<file path="src/rtl/clock_ratio_meter.sv">
// clock_ratio_meter
// Recovers the period and high time of a slow divided clock, counted in
// system-clock cycles. Sits on the debug/observation path next to the clock
// divider so the real divided clock can be confirmed on a display or in sim.
// Also reports whether the ratio is stable (locked) and whether the divided
// clock has stalled long enough to saturate the counter (overflow, sticky).
//
// Timing summary (all relative to clk):
//   - sig_in is synchronized by two flops, then delayed once more to build
//     a rising-edge strobe. The latency is constant, so the measured period
//     and high time are unaffected by it.
//   - The first rise after arming only starts the counters; results appear
//     one cycle after every subsequent rise, as a one-cycle valid pulse.
//   - Every output comes straight from a flop.

module clock_ratio_meter #(
  parameter int CNT_W = 16
) (
  input  logic             clk,
  input  logic             rst_n,
  input  logic             sig_in,
  input  logic             enable,
  output logic [CNT_W-1:0] period,
  output logic [CNT_W-1:0] high_time,
  output logic             valid,
  output logic             locked,
  output logic             overflow
);

  // Counter constants sized to CNT_W so every arithmetic step stays width-clean.
  localparam logic [CNT_W-1:0] CNT_MAX = '1;
  localparam logic [CNT_W-1:0] CNT_ONE = {{(CNT_W-1){1'b0}}, 1'b1};

  typedef enum logic [1:0] {
    IDLE,
    WAIT_EDGE,
    MEASURE
  } state_e;

  // ---------------------------------------------------------------------------
  // Input conditioning
  // ---------------------------------------------------------------------------
  logic sync1_q;   // first synchronizer stage, may go metastable
  logic sig_s_q;   // synchronized sig_in
  logic sig_d_q;   // sig_s delayed by one clk, for edge detection
  logic rise;

  // Two-flop synchronizer plus one delay flop for edge detection.
  // NOTE: sequential blocks use non-blocking (<=) so every flop samples the
  // pre-edge value of its neighbour; blocking here would collapse the chain.
  always_ff @(posedge clk or negedge rst_n) begin
    if (!rst_n) begin
      sync1_q <= 1'b0;
      sig_s_q <= 1'b0;
      sig_d_q <= 1'b0;
    end else begin
      sync1_q <= sig_in;
      sig_s_q <= sync1_q;
      sig_d_q <= sig_s_q;
    end
  end

  // Rising edge of the synchronized signal only; the raw input never reaches
  // any decision logic.
  assign rise = sig_s_q & ~sig_d_q;

  // ---------------------------------------------------------------------------
  // Next-value helpers for the counters
  // ---------------------------------------------------------------------------
  logic [CNT_W-1:0] cnt_q;
  logic [CNT_W-1:0] hcnt_q;
  logic [CNT_W-1:0] cnt_inc_d;
  logic [CNT_W-1:0] hcnt_inc_d;
  logic             cnt_sat;

  // Increment values for the period and high-time counters.
  // NOTE: every signal assigned in always_comb gets a value on every path
  // (here unconditionally) so no latch can be inferred.
  always_comb begin
    cnt_inc_d  = cnt_q + CNT_ONE;
    hcnt_inc_d = sig_s_q ? (hcnt_q + CNT_ONE) : hcnt_q;
    cnt_sat    = (cnt_q == CNT_MAX);
  end

  // ---------------------------------------------------------------------------
  // Measurement FSM with registered outputs
  // ---------------------------------------------------------------------------
  state_e           state_q;
  logic [CNT_W-1:0] period_q;
  logic [CNT_W-1:0] high_time_q;
  logic             valid_q;
  logic             locked_q;
  logic             overflow_q;

  // Arm on the first rise, then latch period/high time on each later rise.
  // Dropping enable aborts any count from any state; the last published
  // period and high time are kept for display.
  always_ff @(posedge clk or negedge rst_n) begin
    if (!rst_n) begin
      state_q     <= IDLE;
      cnt_q       <= '0;
      hcnt_q      <= '0;
      period_q    <= '0;
      high_time_q <= '0;
      valid_q     <= 1'b0;
      locked_q    <= 1'b0;
      overflow_q  <= 1'b0;
    end else begin
      // valid is a single-cycle strobe; only a rise in MEASURE raises it.
      valid_q <= 1'b0;

      if (!enable) begin
        state_q    <= IDLE;
        cnt_q      <= '0;
        hcnt_q     <= '0;
        locked_q   <= 1'b0;
        overflow_q <= 1'b0;
      end else begin
        unique case (state_q)
          IDLE: begin
            // Counters stay cleared; arming starts on the next cycle.
            cnt_q   <= '0;
            hcnt_q  <= '0;
            state_q <= WAIT_EDGE;
          end

          WAIT_EDGE: begin
            if (rise) begin
              // The rise cycle itself is the first cycle of the period and
              // the signal is high in it.
              cnt_q   <= CNT_ONE;
              hcnt_q  <= CNT_ONE;
              state_q <= MEASURE;
            end
          end

          MEASURE: begin
            if (rise) begin
              // A rise beats saturation: a period of exactly CNT_MAX is
              // still a legal measurement.
              period_q    <= cnt_q;
              high_time_q <= hcnt_q;
              valid_q     <= 1'b1;
              locked_q    <= (cnt_q == period_q);
              cnt_q       <= CNT_ONE;
              hcnt_q      <= CNT_ONE;
            end else if (cnt_sat) begin
              // Divided clock stalled: flag it and re-arm from the next rise.
              overflow_q <= 1'b1;
              locked_q   <= 1'b0;
              state_q    <= WAIT_EDGE;
            end else begin
              cnt_q  <= cnt_inc_d;
              hcnt_q <= hcnt_inc_d;
            end
          end

          default: begin
            state_q <= IDLE;
          end
        endcase
      end
    end
  end

  assign period    = period_q;
  assign high_time = high_time_q;
  assign valid     = valid_q;
  assign locked    = locked_q;
  assign overflow  = overflow_q;

endmodule

</file>
<file path="config.mk">
export PLATFORM = sky130hd
export DESIGN_NAME = clock_ratio_meter
export DESIGN_NICKNAME = d
export VERILOG_FILES = /design/src/rtl/clock_ratio_meter.sv
export SDC_FILE = /design/constraint.sdc
export NUM_CORES = 1
export LEC_CHECK = 0
export CORE_ASPECT_RATIO = 1.25
export CORE_MARGIN = 3
export CORE_UTILIZATION = 30
export CTS_BUF_LIST = sky130_fd_sc_hd__clkbuf_8
export CTS_CLUSTER_DIAMETER = 80
export DETAILED_ROUTE_END_ITERATION = 10
export GPL_TIMING_DRIVEN = 0
export PLACE_DENSITY = 0.48
export SLEW_MARGIN = 25
export SYNTH_ARGS = -nofsm -noshare
export SYNTH_HDL_FRONTEND = slang
export SYNTH_SLANG_ARGS = --single-unit
</file>
<file path="constraint.sdc">
create_clock -name clk -period 3.3 [get_ports clk]
set_clock_uncertainty 0.05 [all_clocks]
set_input_delay 0.66 -clock clk [delete_from_list [all_inputs] [get_ports clk]]
set_output_delay 0.66 -clock clk [all_outputs]
set_load 0.02 [all_outputs]
</file>
; ---- Word level (Yosys, flattened, before mapping)
; Index checks and enable logic that the tools add are counted.
; Widths: inputs -> output; s select.
[totals]
register_bits = 72
in_bits = 4
output_inout_bits = 35
word_cells = 62
[classes]
n_addsub = 2
eq_ne = 14
n_mux = 26
bitwise_logic = 2
reduce_logical = 7
[ops]
columns = operator, n
row1 = $mux 16, 8
row2 = $pmux 16 s3, 2
row3 = $add 16x1->16 const B, 2
row4 = $eq 16x16->1, 1
row5 = $eq 16x16->1 const B, 1
row6 = $reduce_and 3->1, 4
row7 = $mux 1, 11
row8 = $ne 3x3->1 const B, 3
row9 = $mux 2, 4
row10 = $ne 4x4->1 const B, 2
row11 = $pmux 2 s3, 1
row12 = $ne 2x1->1 const B, 2
row13 = $ne 4x1->1 const B, 1
row14 = $reduce_and 4->1, 1
row15 = $ne 3x1->1 const B, 1
row16 = $eq 2x1->1 const B, 1
row17 = $eq 2x2->1 const B, 1
row18 = $logic_not 2->1, 1
row19 = $ne 2x2->1 const B, 1
row20 = $reduce_and 2->1, 1
row21 = $and 1x1->1, 1
row22 = $not 1->1, 1

; ---- Logic depth before layout (Yosys ltp)
[logic_depth]
depth_word = 6
ltp_mapped = 8
depth_no_buf = 7

; ---- Worst setup path after synthesis
; Ideal clock, no wire load.
[synth_timing]
path_type = register to register
from = register state_q[1]
to = register cnt_q[14]
arrival_time_ns = 1.913
required_ns = 3.181
slack_ns = 1.269
path_stages_with_launch = 8
path_buffers = 0
cell_sequence = dfrtp_1 inv_1 ha_1 nor4b_1 a31o_4 or3_4 or4_1 nand3_1
[synth_via]
elab_chain_cells = 3
[synth_rtl]
columns = item, line_no
row1 = start: declaration, 88  ; state_e state_q;
row2 = start signal: assignment, 100  ; state_q <= IDLE;
row3 = start signal: assignment, 113  ; state_q <= IDLE;
row4 = start signal: assignment, 124  ; state_q <= WAIT_EDGE;
row5 = "$eq 2x2->1, or another cell as far along", 119  ; unique case (state_q)
row6 = "$ne 4x1->1 (no line), or another cell as far along", -
row7 = $reduce_and 3->1 (no line) or $mux 16 (tied branches), -
row8 = end signal: assignment, 153  ; cnt_q <= cnt_inc_d;
row9 = end: declaration, 70  ; logic [CNT_W-1:0] cnt_q;
; Several ways; a longest one is shown, not always the timed one.
; A chain may end at the register's enable or synchronous reset.

; ---- Worst setup path in the final report
[layout_timing]
from = input port enable
to = register hcnt_q[13]
[layout_via]
elab_chain_cells = 2
[layout_rtl]
columns = item, line_no
row1 = start: declaration, 22  ; input logic enable,
row2 = "$ne 4x4->1 (no line), or another cell as far along", -
row3 = $reduce_and 4->1 (no line), -
row4 = end signal: assignment, 154  ; hcnt_q <= hcnt_inc_d;
row5 = end: declaration, 71  ; logic [CNT_W-1:0] hcnt_q;
; Several ways; a longest one is shown, not always the timed one.

==> run summary <==
Cell variety after synth = 51
DRT iter0 DRCs = 148
DRT antenna net count = 0
PwrDens = 455 mW/mm^2
Critical Path RT = 3520 ps
TritonCTS Sinks = 72
area of the multi-input gates = 0.00173 sq mm
Horiz. Die Dim = 105 um
RePlAce Congestion = 0.857
Max Clk Rate = 373 MHz
CTS tree = done
initial antenna violation count = 0
postcts setup bufs = 0
# fillers = 1208
Final TNS setup = 0 ps
share of post-route cells with drive strength above 1 = 18.3%
Syn Std Cell Area = 0.00366 sq mm
Seq/Total Area, Yosys = 49.2%
CTS max path bufs = 2
maxcap violations = 0
hold slack = 192 ps
fin nets = 406
Pins Over Slew Limit = 0
Root Buffer = clkbuf_8
status = finished, final reports clean
TritonRoute pass-1 iters = 7
RSZ-0062 raised after global routing = false
diode count = 0
GRT Total Usage = 14.0%
vias per inst = 5.13
Ports = 39
via count = 2879
DRC = 0
post-synthesis mux area share = 9.77%
port buffer count = 38
Tightest Pin Transition = 727 ps
Tightest Hold Check Type = in -> async
Power Total = 2020 uW
Register Area = 0.00180 sq mm
area grow syn2layout = 21.3%
pin count of the biggest net entering global routing = 44
Hold Violations, Final = 0
YS warnings = 0
clock-pin slew on the worst setup and hold paths = 70 ps
Setup violations, final = 0
Total Die Area = 0.0136 sq mm
gr ovfl total = 0
Post-Syn Nets = 356
simple-gate share of the synthesized area = 16.8%
crit path max fanout = 10
post-CTS sizing = 0
Post-synth ARST share = 100%
CTS buffer count = 9
worst skew pair latency = 350 ps
vias in the first global route = 2859
compound-cell area share of the yosys netlist = 14.6%
CTS Hold Bufs = 0
Core ar. = 0.0118 sq mm
Syn Inst Count = 346
Row Count = 44
flops & latches, synth = 72
number of flops mapped to enable cells by yosys = 0
Post-DP HPWL = 6.24 mm
kind of start point of the critical path = input port
Primary FF master, synth = dfrtp_1
initial core utilization = 31.1%
die span in y = 130 um
crit path DAT = 2900 ps
final period utilization = 81.1%
critical path type = in -> reg
WL final = 9.03 mm
min cycle time layout = 2680 ps
first-pass GRT wire length = 14.9 mm
CP Capture Type = flop
xor/xnor share of the synthesized area = 3.83%
Placed Instance Area = 0.00427 sq mm
relative slew slack = 51.2%
largest family of logic cells by synthesized area = simple AND/OR/NAND/NOR gates
Synth Area in Adders = 2.05%
Leak = 0.00196 uW
post-route cell area = 0.00444 sq mm
drt wl/cell = 16.1 um
syn_area_per_cell = 10.6 sq um
H-tree levels = 3
VDD IR-drop max = 0.000171 V
## state kept, by name (all words and copies together) (netlist names)
name       count
cnt_q         16
overflow       1
locked         1
period        16
state_q        2
valid          1
sig_d_q        1
hcnt_q        16
sync1_q        1
high_time     16
sig_s_q        1
## cells in the final DEF, fill, tap and decap left out, types with 2 or more instances in the layout
cell type,count
and3_1,8
clkbuf_8,11
nor2_1,12
inv_1,10
ha_1,6
a31o_2,3
a41oi_1,4
and4_1,3
and2_0,2
mux2i_1,2
nand2_1,29
nand2b_1,4
buf_4,2
nand4_2,2
nand3_1,14
nor2b_1,2
clkdlybuf4s50_1,37
o311ai_0,2
xnor2_1,16
clkbuf_1,3
and2_1,2
a31oi_1,17
o31ai_1,5
o21ai_0,25
nor4_1,2
or4_1,3
nand4_1,16
mux2_2,30
dfrtp_1,72
buf_2,13
a21oi_1,17
nor3_1,2
o41ai_1,2
buf_6,2
## worst max-delay path: stages
cell             delay, ps
clkdlybuf4s50_1        510
buf_2                  240
nand4_2                290
nor4_1                 560
buf_2                  340
a41oi_1                130
a31oi_1                160
## power by group
part,leakage (uW),internal (uW),switching (uW)
clock network,0.000100,300,323
logic,0.000862,166,283
registers,0.000997,911,35.1
## synth_stat cells (all sizes together) (2+ instances only)
master	instances	area, sq um
or3	2	17.5
clkbuf	4	16.3
a31o	4	43.8
a31oi	17	106
nor2b	2	12.5
mux2i	2	20.0
nand2	29	109
and3	9	61.3
a21oi	17	85.1
o31ai	5	37.5
o41ai	2	17.5
o311ai	2	17.5
inv	6	22.5
or4	3	22.5
mux2	30	338
buf	17	98.8
nor2	13	51.3
nor4	3	33.8
a41oi	4	35.0
dfrtp	72	1800
xnor2	16	140
ha	6	75.1
nand2b	4	25.0
nand4	18	125
and2	4	25.0
nand3	14	70.1
o21ai	25	125
and4	3	26.3
nor3	3	20.0
## metrics by stage
step	setup slack (ps)	instances	util (%)
floorplan	1270	346	-
global placement	-1200	545	36.0
detailed placement	130	546	36.3
CTS	513	561	37.7
global route	437	561	37.7
finish	623	561	37.7
## cell type report
class,instances,share of cell area (%)
buffer,21,2.59
inverter,6,0.507
clock buffer,11,3.41
clock inverter,4,0.338
sequential,72,40.6
timing repair buffer,39,9.13
tap,161,4.54
multi-input combinational,247,38.9
## per-layer routing
metal | up-vias | track usage (%) | share of wire (%)
met5 | - | 0 | 0
met4 | 0 | 6.64 | 2.2
met3 | 18 | 2.99 | 3.6
met2 | 64 | 23.4 | 49
met1 | 1421 | 17.4 | 45
li1 | 1376 | - | -
## logic make-up (layout without fill, tap and decap cells)
kind of cell / count (synthesis) / after routing
compound gates: 84 / 84
fa+ha+maj: 6 / 6
simple gates: 109 / 109
mux: 32 / 32
xor+xnor: 16 / 16
buf+inv: 27 / 81
flops: 72 / 72
## path summary, 6_finish.rpt
path / startpoint / slack (ps) / to / cells after the start
min: rst_n / 190 / period[4] / 1
max in group asynchronous: rst_n / 2450 / high_time[7] / 2
max reg2reg: cnt_q[0] / 850 / cnt_q[7] / 7
min reg2reg: sync1_q / 300 / sig_s_q / 0
max: enable / 620 / hcnt_q[13] / 7
min in group clk: sync1_q / 300 / sig_s_q / 0
Power figures use the tool's default switching activity.
